File: config.mk
export PLATFORM = sky130hd
export DESIGN_NAME = csr_exec_unit
export DESIGN_NICKNAME = d
export VERILOG_FILES = /design/src/rtl/csr_exec_unit.sv
export SDC_FILE = /design/constraint.sdc
export NUM_CORES = 1
export LEC_CHECK = 0
export BUFFER_PORTS_ARGS = -buffer_cell sky130_fd_sc_hd__clkbuf_2
export CAP_MARGIN = 20
export CORE_MARGIN = 5
export CORE_UTILIZATION = 47
export DETAILED_ROUTE_END_ITERATION = 12
export HOLD_SLACK_MARGIN = 0.15
export PLACE_DENSITY_LB_ADDON = 0.12
export SYNTH_ARGS = -nofsm -noshare
export SYNTH_HDL_FRONTEND = slang
export SYNTH_SLANG_ARGS = --single-unit
File: constraint.sdc
create_clock -name clk -period 1.9 [get_ports clk]
set_input_delay 0.38 -clock clk [delete_from_list [all_inputs] [get_ports clk]]
set_output_delay 0.38 -clock clk [all_outputs]
set_load 0.02 [all_outputs]
File: src/rtl/csr_exec_unit.sv
// Zicsr execute unit: EX read-modify-write with M/WB forwarding, bank write and rd writeback in WB.
// Optional build macro CSR_ILLEGAL_CHECK_EN restricts legal CSRs to the cycle/instret counters.
module csr_exec_unit #(
  parameter int XLEN = 32
) (
  input  logic            clk,
  input  logic            nrst,
  input  logic            ex_valid,
  input  logic [2:0]      ex_funct3,
  input  logic [11:0]     ex_csr_addr,
  input  logic [4:0]      ex_rs1_idx,
  input  logic [XLEN-1:0] ex_rs1_data,
  input  logic [4:0]      ex_rd_idx,
  input  logic            stall,
  input  logic            flush,
  output logic [11:0]     csr_raddr,
  input  logic [XLEN-1:0] csr_rdata,
  output logic            csr_wen,
  output logic [11:0]     csr_waddr,
  output logic [XLEN-1:0] csr_wdata,
  output logic            wb_rd_wen,
  output logic [4:0]      wb_rd_idx,
  output logic [XLEN-1:0] wb_rd_data,
  output logic            wb_illegal
);

  // funct3[1:0] selects the operation; funct3[2] selects the immediate operand.
  typedef enum logic [1:0] {
    OP_NONE = 2'b00,
    OP_RW   = 2'b01,
    OP_RS   = 2'b10,
    OP_RC   = 2'b11
  } op_e;

  typedef struct packed {
    logic            valid;
    logic            write;
    logic [11:0]     addr;
    logic [XLEN-1:0] wdata;
    logic [4:0]      rd_idx;
    logic [XLEN-1:0] rd_data;
    logic            illegal;
  } stage_t;

  stage_t m_d, m_q;
  stage_t wb_d, wb_q;

  op_e             ex_op;
  logic [XLEN-1:0] ex_src;
  logic [XLEN-1:0] ex_old;
  logic [XLEN-1:0] ex_new;
  logic            ex_write;
  logic            ex_illegal;
  logic            fwd_m;
  logic            fwd_wb;

  assign csr_raddr = ex_csr_addr;
  assign ex_op     = op_e'(ex_funct3[1:0]);
  assign ex_src    = ex_funct3[2] ? {{(XLEN-5){1'b0}}, ex_rs1_idx} : ex_rs1_data;
  assign ex_write  = (ex_op == OP_RW) || (ex_rs1_idx != 5'd0);

`ifdef CSR_ILLEGAL_CHECK_EN
  always_comb begin
    ex_illegal = 1'b1;
    unique case (ex_csr_addr)
      12'hC00, 12'hC80, 12'hC02, 12'hC82: ex_illegal = 1'b0;
      default:                            ex_illegal = 1'b1;
    endcase
  end
`else
  assign ex_illegal = 1'b0;
`endif

  // Forwarded values are the exact written data, so a counter read right after
  // a write to it sees that value rather than the bank's later increments.
  assign fwd_m  = m_q.valid  && m_q.write  && !m_q.illegal  && (m_q.addr  == ex_csr_addr);
  assign fwd_wb = wb_q.valid && wb_q.write && !wb_q.illegal && (wb_q.addr == ex_csr_addr);

  // NOTE: every combinational output gets a default first so no latch is inferred.
  always_comb begin
    ex_old = csr_rdata;
    if (fwd_m)       ex_old = m_q.wdata;
    else if (fwd_wb) ex_old = wb_q.wdata;

    ex_new = ex_src;
    unique case (ex_op)
      OP_RS:   ex_new = ex_old | ex_src;
      OP_RC:   ex_new = ex_old & ~ex_src;
      default: ex_new = ex_src;
    endcase
  end

  always_comb begin
    m_d         = '0;
    m_d.valid   = ex_valid && (ex_op != OP_NONE) && !stall && !flush;
    m_d.write   = ex_write;
    m_d.addr    = ex_csr_addr;
    m_d.wdata   = ex_new;
    m_d.rd_idx  = ex_rd_idx;
    m_d.rd_data = ex_old;
    m_d.illegal = ex_illegal;

    wb_d       = m_q;
    wb_d.valid = m_q.valid && !flush;
  end

  // NOTE: pipeline state uses non-blocking assignments; data fields are reset
  // too because they drive the write and writeback ports directly.
  always_ff @(posedge clk) begin
    if (!nrst) begin
      m_q  <= '0;
      wb_q <= '0;
    end else begin
      m_q  <= m_d;
      wb_q <= wb_d;
    end
  end

  assign csr_wen    = wb_q.valid && wb_q.write && !wb_q.illegal;
  assign csr_waddr  = wb_q.addr;
  assign csr_wdata  = wb_q.wdata;
  assign wb_rd_wen  = wb_q.valid && (wb_q.rd_idx != 5'd0) && !wb_q.illegal;
  assign wb_rd_idx  = wb_q.rd_idx;
  assign wb_rd_data = wb_q.rd_data;
  assign wb_illegal = wb_q.valid && wb_q.illegal;

endmodule

* After elaboration in Yosys (flattened, before gate mapping)
Cells that the tools add are included.
Storage, ports and cells: register bits after elaboration 168, bits of input ports 94, output and inout bits 96, word-level logic and storage cells 47
Operators by class: eq/ne operators 5, mux-type cells 4, bitwise logic cells 3, reductions and logical operators 21
Operator list (number):
- $mux 32 | 3
- $pmux 32 s2 | 1
- $and 32x32->32 | 1
- $not 32->32 | 1
- $or 32x32->32 | 1
- $eq 12x12->1 | 2
- $logic_and 1x1->1 | 13
- $reduce_bool 5->1 | 2
- $eq 2x2->1 const B | 2
- $logic_not 1->1 | 4
- $eq 2x1->1 const B | 1
- $reduce_bool 2->1 | 1
- $logic_or 1x1->1 | 1

* Depth between registers and ports, before layout
depth after elaboration 7, depth in mapped cells 8, gate-level depth less buffers 5

* Worst setup path after synthesis
Ideal clock, no wire load.
kind input -> register, from input port ex_csr_addr[8], to register m_q[26] in the netlist's numbering, library setup time 0.122 ns, data arrival time 1.727 ns, data required time 1.778 ns, path slack 0.051 ns, cell stages on the path 8, buffers on the path 3, path through xnor2_1 > nand4_1 > or4_1 > clkbuf_1 > buf_4 > buf_2 > o21ai_1 > a21oi_1
Between the ends: longest elaborated chain between the ends 4, elaborated cells on any way between the ends 6, classes of those cells eq/ne (2); mux (2); reduce/logical (2)
RTL lines:
- start: declaration | line 10 | input logic [11:0] ex_csr_addr,
- $eq 12x12->1 | line 77 | assign fwd_wb = wb_q.valid && wb_q.write && !wb_q.illegal && (wb_q.addr == ex_csr_addr);
- $logic_and 1x1->1 | line 77
- $mux 32 | line 83 | else if (fwd_wb) ex_old = wb_q.wdata;
- $mux 32 * | line 82 | if (fwd_m) ex_old = m_q.wdata;
- end signal: assignment | line 114 | m_q <= m_d;
- end: declaration | line 45 | stage_t m_d, m_q;
Mark *: on every way between the ends. The rest lies on a longest branch, timed or not. A chain may end at the register's enable or synchronous reset.

* Final worst setup path
from register wb_q (netlist bit csr_waddr[7]), to register m_q[58] in the netlist's numbering
Between the ends: longest elaborated chain between the ends 6, elaborated cells on any way between the ends 7, classes of those cells eq/ne (1); mux (3); bitwise (2); reduce/logical (1)
RTL lines:
- start: declaration | line 46 | stage_t wb_d, wb_q;
- start signal: assignment | line 115 | wb_q <= wb_d;
- $eq 12x12->1 * | line 77
- $logic_and 1x1->1 * | line 77
- $mux 32 * | line 83
- $mux 32 * | line 82
- $and 32x32->32 or $or 32x32->32 (tied branches) | line 88, 87
- $pmux 32 s2 * | line 86 | unique case (ex_op)
Marks and branches as above.

==> flow_summary.toml <==
[global_route]
overflow = 0
grt_max_degree = 43
antenna_found_initial = 0
track_usage_pct = 21.0
grt_pass1_wl_um = 27600
grt_pass1_vias = 5271

[logic_synthesis]
synth_fa_ha_area_share_pct = 0
synth_mux_area_share_pct = 5.45
ys.warnings.count = 0
synthXorXnorAreaFrac_pct = 3.09
synth-seq-area-share_pct = 48.9
synth_simple_gate_area_share_pct = 17.4
synth_area_um2 = 6800
synth_area_per_cell_um2 = 9.58
netlist_instances = 710
syn_nets = 804
synth_top_family_by_area = "simple AND/OR/NAND/NOR gates"
synth_compound_area_share_pct = 11.6
synth_flop_cell = "dfxtp_1"
ys_ff_latch = 166
synth.distinct_cells = 26
async_flop_share_pct = 0
synth_edf_count = 0

[floorplanning]
start_util_pct = 47.3
rows = 44
die_w_um = 130
ios = 190
die-height_um = 130
die_area_um2 = 17000
core_um2 = 14400

[cells_and_area]
multi_input_area_um2 = 3350
final_area_um2 = 9140
fin_nets = 920
ff_latch_area_um2 = 3330
final_util_pct = 63.6
diodes = 0
mostFrequentLayoutCell = "clkbuf_2"
final_cell_mix = "clkbuf_2 (186), dfxtp_1 (161), and2_1 (100)"
syn_to_final_growth_pct = 34.4
drive_gt1_share_pct = 45.9
fillers = 1185

[routing]
via_per_inst = 5.20
ant_nets = 0
drt_iter0_markers = 288
wirelength_um = 18900
vias = 5315
drc_errors = 0
dr.pass1.iters = 4
wl_per_cell_um = 18.5

[placed_design]
dpl.hpwl_um = 10700
placed_cell_area_um2 = 7330
gp_congestion = 0.837
place_ws_ns = -0.430
portBuffers = 188

[worst_setup_path]
rr_worst_depth = 6
crit_type = "flop to flop"
worstPathMaxFanout = 19
cp.required_ns = 2.21
critPathCaptureType = "flop"
cp-start-kind = "flop"
worst_path_max_delay_cell = "or4_4"
r2r-start = "csr_waddr[7]"
crit_start = "csr_waddr[7]"
cpPeakStageDelay_ns = 0.58
crit_chain = "xnor2_2 -> nand3_1 -> or4_4 -> buf_12 -> mux2i_2 -> o21ai_1"
worstPathArrival_ns = 2.29

[cts]
cts_sinks = 166
cts_made_buffers = 17
htreeDepth = 4
cts_buffer_depth = 2
clkLatencyLatePin_ns = 0.44
cts_tree = "yes"
cts_root_buf = "clkbuf_16"
clk_pin_slew_worst_paths_ns = 0.06

[pwr]
power.density_nw_per_um2 = 881
peakVddDrop_mv = 0.638
p_leak_nw = 3.92

[sta]
finalClockSkew_ns = 0.0180
finalHoldViolCount = 0
worst_slack_ns = -0.0793
period_needed_ns = 1.98
slew_headroom_pct = 58.2
finalSetupViolCount = 28
rsz0062_at_grt = "true"
fin_crit_sh_pct = 104
slew_violations = 0
fin_hold_ws_ns = 0.175
fmax_mhz = 505
worst_pin_slew_ns = 0.622

[hold_path]
hold_class = "primary input to flop"
holdPathStages = 2
min_from = "ex_rd_idx[3]"

[flow_run]
drv_cap = 0

[run_status]
status = "finished, violations left"
violations = "negative setup slack"
## flip-flops by register name, indices dropped and copies added, names as in the netlist
name / cells
csr_waddr: 12
csr_wdata: 32
m_q: 83
wb_q: 2
wb_rd_data: 32
wb_rd_idx: 5
## power breakdown
group	leakage, nW	switching (mW)	internal [mW]	total, mW
Combinational	2.27	0.479	0.383	0.862
Clock	0.275	1.41	2.00	3.41
Sequential	1.37	0.116	3.66	3.78
Total	3.92	2.00	6.05	8.05
## synth_stat cells (3+ instances only)
library cell	instances	area (µm²)
buf_2	8	40.0
nand2_1	3	11.3
nand2b_1	27	169
nor2_1	32	120
a41oi_1	32	280
buf_4	95	713
o21ai_0	46	230
and2_1	101	632
nand3_1	35	175
buf_6	3	33.8
or4_1	3	22.5
o21ai_1	18	90.1
a21oi_1	33	165
mux2i_1	37	370
nand4_1	4	25.0
clkbuf_1	32	120
xnor2_1	24	210
dfxtp_1	166	3320
## repair_timing
item | 4_1_cts | 5_1_grt
gates cloned | 6 | 8
endpoints found under the hold margin | 2 | 0
pin swaps | 4 | 13
hold buffers | 2 | 0
gates resized for setup | 82 | 139
buffers inserted | 7 | 1
setup endpoints to repair | 65 | 65
## area by class of cell
cell class,instances,area share (%)
Multi-Input combinational cell,403,36.7
Sequential cell,166,36.4
Timing Repair Buffer,237,17.9
Clock buffer,21,5.04
Tap cell,184,2.52
Clock inverter,11,1.38
Inverter,1,0.0411
## layer usage
layer  vias up  GRT usage, %  part of all wire [%]
met2       175          34.0                    49
met4         0          7.95                   1.9
met5         -             0                     0
li1       2556             -                     -
met1      2555          27.5                    43
met3        29          4.79                   6.0
## logic make-up after synthesis
logic type	Yosys count
and+or+nand+nor	209
AOI/OAI and AO/OA	132
muxes	37
xor gates and xnor gates	24
DFF	166
buffers and inverters	141
other	1
## path summary, 6_finish.rpt
| kind | end | slack (ns) |
|---|---|---|
| worst max-delay path | m_q[58] | -0.08 |
| worst min-delay path | m_q[36] | 0.18 |
| worst min register to register | wb_rd_idx[3] | 0.43 |
| worst max register to register | m_q[58] | -0.08 |
## metrics by stage
step                setup TNS, ns  std cells  power, mW
finish                     -0.586       1023       8.05
global route                -4.22       1023       8.38
CTS                        -0.601       1017       7.98
detailed placement         -23.56        970       4.56
global placement           -22.23        970       4.54
floorplan                       0        710       4.35
## critical path, delay by kind of cell (launching register included)
| family | cells | cell delay [ns] |
|---|---|---|
| simple gates | 2 | 0.68 |
| flops | 1 | 0.38 |
| mux | 1 | 0.29 |
| buf+inv | 1 | 0.20 |
| xor+xnor | 1 | 0.14 |
| compound gates | 1 | 0.11 |
(Power assumes the default switching activity.)
